[config.mk]
export PLATFORM = sky130hd
export DESIGN_NAME = vga_timing_gen
export DESIGN_NICKNAME = d
export VERILOG_FILES = /design/src/rtl/vga_timing_gen.sv
export SDC_FILE = /design/constraint.sdc
export NUM_CORES = 1
export LEC_CHECK = 0
export BUFFER_PORTS_ARGS = -buffer_cell sky130_fd_sc_hd__buf_2
export CAP_MARGIN = 20
export CORE_MARGIN = 8
export CORE_UTILIZATION = 40
export DETAILED_ROUTE_END_ITERATION = 10
export MAX_ROUTING_LAYER = met4
export PLACE_DENSITY = 0.68
export SYNTH_ARGS = -nofsm -noshare
export SYNTH_HDL_FRONTEND = slang
export SYNTH_SLANG_ARGS = --single-unit
export TNS_END_PERCENT = 5
[constraint.sdc]
create_clock -name vga_clk -period 2.5 [get_ports vga_clk]
set_input_delay 0.375 -clock vga_clk [delete_from_list [all_inputs] [get_ports vga_clk]]
set_output_delay 0.375 -clock vga_clk [all_outputs]
set_load 0.01 [all_outputs]
[src/rtl/vga_timing_gen.sv]
// 640x480@60 raster timing generator: position counters, zero-skew registered sync/blank decode,
// and a short delay line that aligns hs_d/vs_d/blank_d with mapper pixel data.
module vga_timing_gen #(
  parameter int H_VISIBLE  = 640,
  parameter int H_FP       = 16,
  parameter int H_SYNC     = 96,
  parameter int H_BP       = 48,
  parameter int V_VISIBLE  = 480,
  parameter int V_FP       = 10,
  parameter int V_SYNC     = 2,
  parameter int V_BP       = 33,
  parameter int SYNC_DELAY = 2
) (
  input  logic       vga_clk,
  input  logic       reset_n,
  output logic [9:0] DrawX,
  output logic [9:0] DrawY,
  output logic       blank,
  output logic       hs,
  output logic       vs,
  output logic       frame_start,
  output logic       line_start,
  output logic       hs_d,
  output logic       vs_d,
  output logic       blank_d
);

  localparam int H_TOTAL = H_VISIBLE + H_FP + H_SYNC + H_BP;
  localparam int V_TOTAL = V_VISIBLE + V_FP + V_SYNC + V_BP;

  localparam logic [9:0] X_LAST   = 10'(H_TOTAL - 1);
  localparam logic [9:0] Y_LAST   = 10'(V_TOTAL - 1);
  localparam logic [9:0] X_VIS    = 10'(H_VISIBLE);
  localparam logic [9:0] Y_VIS    = 10'(V_VISIBLE);
  localparam logic [9:0] HS_START = 10'(H_VISIBLE + H_FP);
  localparam logic [9:0] HS_END   = 10'(H_VISIBLE + H_FP + H_SYNC);
  localparam logic [9:0] VS_START = 10'(V_VISIBLE + V_FP);
  localparam logic [9:0] VS_END   = 10'(V_VISIBLE + V_FP + V_SYNC);

  logic [9:0] x_next;
  logic [9:0] y_next;
  logic       blank_next;
  logic       hs_next;
  logic       vs_next;

  // NOTE: defaults first so every path assigns x_next/y_next and no latch is inferred.
  always_comb begin
    x_next = DrawX + 10'd1;
    y_next = DrawY;
    if (DrawX == X_LAST) begin
      x_next = '0;
      y_next = (DrawY == Y_LAST) ? '0 : DrawY + 10'd1;
    end
  end

  // Decoding the next position lets the registered flags land in the same cycle as the counters.
  assign blank_next = (x_next < X_VIS) && (y_next < Y_VIS);
  assign hs_next    = !((x_next >= HS_START) && (x_next < HS_END));
  assign vs_next    = !((y_next >= VS_START) && (y_next < VS_END));

  // NOTE: non-blocking assignments so every register samples pre-edge values.
  always_ff @(posedge vga_clk or negedge reset_n) begin
    if (!reset_n) begin
      DrawX       <= X_LAST;
      DrawY       <= Y_LAST;
      blank       <= 1'b0;
      hs          <= 1'b1;
      vs          <= 1'b1;
      frame_start <= 1'b0;
      line_start  <= 1'b0;
    end else begin
      DrawX       <= x_next;
      DrawY       <= y_next;
      blank       <= blank_next;
      hs          <= hs_next;
      vs          <= vs_next;
      frame_start <= (x_next == '0) && (y_next == '0);
      line_start  <= (x_next == '0);
    end
  end

  typedef struct packed {
    logic hs;
    logic vs;
    logic blank;
  } sync_t;

  localparam sync_t SYNC_IDLE = '{hs: 1'b1, vs: 1'b1, blank: 1'b0};

  generate
    if (SYNC_DELAY == 0) begin : g_no_delay
      assign hs_d    = hs;
      assign vs_d    = vs;
      assign blank_d = blank;
    end else begin : g_delay
      sync_t pipe [SYNC_DELAY];

      // NOTE: the stages are reset so the delayed syncs idle inactive until real history arrives.
      always_ff @(posedge vga_clk or negedge reset_n) begin
        if (!reset_n) begin
          for (int i = 0; i < SYNC_DELAY; i++) pipe[i] <= SYNC_IDLE;
        end else begin
          pipe[0] <= {hs, vs, blank};
          for (int i = 1; i < SYNC_DELAY; i++) pipe[i] <= pipe[i-1];
        end
      end

      assign hs_d    = pipe[SYNC_DELAY-1].hs;
      assign vs_d    = pipe[SYNC_DELAY-1].vs;
      assign blank_d = pipe[SYNC_DELAY-1].blank;
    end
  endgenerate

endmodule

==> results.toml <==
[placement]
globalplace.congestion = 0.931
dp_hpwl_um = 2590
port_buffers = 29
dp_cells = 234

[clocking]
clk_path_buf_depth = 2
cts_buffers = 5
cts_hold_buf = 0
ctsRootBufferMaster = "clkbuf_8"
path_clk_slew_ns = 0.07
insertion_delay_ns = 0.28
cts_max_level = 2
cts_num_sinks = 31
cts_tree = "yes"

[outcome]
outcome = "complete, no violations"

[routing]
dr.pass1.iters = 4
drc = 0
drtIter0Drc = 123
vias_per_cell = 5.14
wl_per_cell_um = 14.2
dr_total_vias = 1243
ant_nets = 0
routed_wl_um = 3440

[pwr]
p_leak_uw = 0.000891
p_int_uw = 826
peakVddDrop_uv = 246
p_sw_uw = 191
pwr-share-clk_pct = 49.6
netSwitchingFraction_pct = 18.8
p_comb_share_pct = 1.0
p_seq_share_pct = 49.5
power_density_nw_per_um2 = 521

[worst_setup_path]
cp_max_fo = 5
rr_endpoint = "frame_start"
path_delay_family = "simple AND/OR/NAND/NOR gates"
required_ns = 2.72
cp-end-kind = "flip-flop"
cp.depth = 8
cp.arrival_ns = 2.55
cp_num_buf_inv = 1
startpoint = "DrawY[0]"
crit_end = "frame_start"
cpPeakStageDelay_ns = 0.64
reg2reg_depth = 8
crit_chain = "inv_1 > ha_1 > or4b_2 > nor4_4 > a2bb2oi_1 > o31ai_1 > and4b_1 > and4_1"
critical_path_class = "reg -> reg"
r2r_slack_ns = 0.17
start_kind = "flip-flop"
slowest_stage = "or4b_2"
r2r_start = "DrawY[0]"

[global_routing]
grt_util_all_layers_pct = 12.1
grt_pass1_wl_um = 5890
grt_max_degree = 32
antenna_found_initial = 0
grt-ovfl-total = 0
grt_pass1_vias = 1211

[floorplan]
core-area_um2 = 3910
boundaryPins = 30
dieWidth_um = 78.9
die_area_um2 = 6220
die_y_um = 78.9
initial_core_util_pct = 40.4
row_count = 23

[timing]
fin_crit_ns = 2.33
skew_ns = 0.00960
rsz0062_at_grt = "false"
hold_violations = 0
worst_pin_slew_ns = 0.677
setup_viol = 0
final.setup.tns_ns = 0
slew_headroom_pct = 54.8
fmax_mhz = 429
slew_viol_final = 0
period_share_pct = 93.2

[yosys]
synth_area_leaders = "dfstp_2, dfrtp_1, xor2_1"
yosysSeqAreaShare_pct = 50.3
synth_cell_type_count = 49
synth_top_area_cell = "dfstp_2"
synthArstFlopShare_pct = 100
yosys.cell_count.top_type = "dfstp_2"
synthesis.area_um2 = 1580
synth_top_area_share_pct = 26.6
synth_edf_count = 0
avgSynthCellArea_um2 = 10.5
synthFlopType = "dfstp_2"
ys_seq_elements = 31
synthCells = 151
yosysWarnings = 0
synthTopCellsByCount = "dfstp_2, dfrtp_1, nand3_1, nor2_1, nand2_1"
synthesis.nets = 156

[final_layout]
multiInputGateArea_um2 = 716
layout-drive-gt1-share_pct = 38.0
fillers = 393
ff_latch_area_um2 = 796
insertedDiodeCount = 0
fin_nets = 196
area.growth.synth_to_final_pct = 23.5
layout.cells.non_filler = 242

[flow_run]
maxCapViolations = 0

[worst_hold_path]
worstHoldPathType = "in -> async"
through the flow:
stage                     power [uW]  hold WS, ns  utilization, %  cell area [um^2]  setup slack [ns]
after floorplan                  511       0.0794               -              1580            0.0831
after global placement           522        0.335            46.6              1820             0.155
after detailed placement         522        0.344            46.6              1820             0.108
after CTS                       1030        0.147            49.6              1940            0.0990
after global routing            1060        0.185            49.9              1950            0.0536
final                           1020        0.133            49.9              1950             0.169
final cells by class:
| cell class | instances | area share, % |
|---|---|---|
| Clock buffer | 6 | 4.23 |
| Clock inverter | 2 | 1.79 |
| Tap cell | 50 | 3.20 |
| Multi-Input combinational cell | 104 | 36.6 |
| Sequential cell | 31 | 40.7 |
| Inverter | 9 | 1.73 |
| Timing Repair Buffer | 40 | 11.7 |
per-layer routing:
layer | part of all wire, % | global-route usage [%]
met5 | 0 | -
met2 | 45 | 17.8
met3 | 5.8 | 3.72
met1 | 48 | 15.1
met4 | 0.99 | 4.81
repair_timing:
item / in CTS / in global routing
endpoints found under the setup margin: 0 / 3
gates resized for setup: 0 / 2
hold endpoints to repair: 0 / 0
buffers inserted: 0 / 0
power by group through the flow:
stage / logic [uW] / clock network (uW) / registers (uW)
global route: 12.1 / 542 / 503
global placement: 10.6 / 0 / 511
floorplan: 0.000311 / 0 / 511
CTS: 10.6 / 518 / 503
detailed placement: 10.6 / 0 / 511
finish: 9.79 / 504 / 503
worst min path at each step:
stage / startpoint / slack [ns] / to
3_5_place_dp: g_delay.pipe[3] / 0.34 / blank_d
5_1_grt: reset_n / 0.19 / DrawY[1]
3_3_place_gp: g_delay.pipe[3] / 0.34 / blank_d
2_1_floorplan: reset_n / 0.08 / DrawX[5]
6_report: reset_n / 0.13 / frame_start
4_1_cts: reset_n / 0.15 / frame_start
layout by cell type (no fill, tap or decap), types with 5 or more instances in the layout:
master / n
buf_2: 29
buf_4: 11
clkbuf_8: 6
dfrtp_1: 15
dfstp_2: 16
inv_1: 9
nand2_1: 11
nand3_1: 12
nor2_1: 12
o21ai_0: 5
xnor2_1: 5
xor2_1: 7
kinds of logic (layout without fill, tap and decap cells):
| kind of cell | after synthesis | in the layout | synth area share (%) |
|---|---|---|---|
| flops | 31 | 31 | 50.3 |
| simple gates | 65 | 65 | 24.8 |
| compound gates | 21 | 21 | 8.70 |
| fa+ha+maj | 3 | 3 | 2.37 |
| buf+inv | 16 | 57 | 5.14 |
| mux | 3 | 3 | 1.98 |
| xor+xnor | 12 | 12 | 6.65 |
state kept, by name (all words and copies together), names as in the netlist:
signal        count
DrawX            10
DrawY            10
blank             1
blank_d           1
frame_start       1
g_delay.pipe      3
hs                1
hs_d              1
line_start        1
vs                1
vs_d              1
Power figures use the tool's default switching activity.
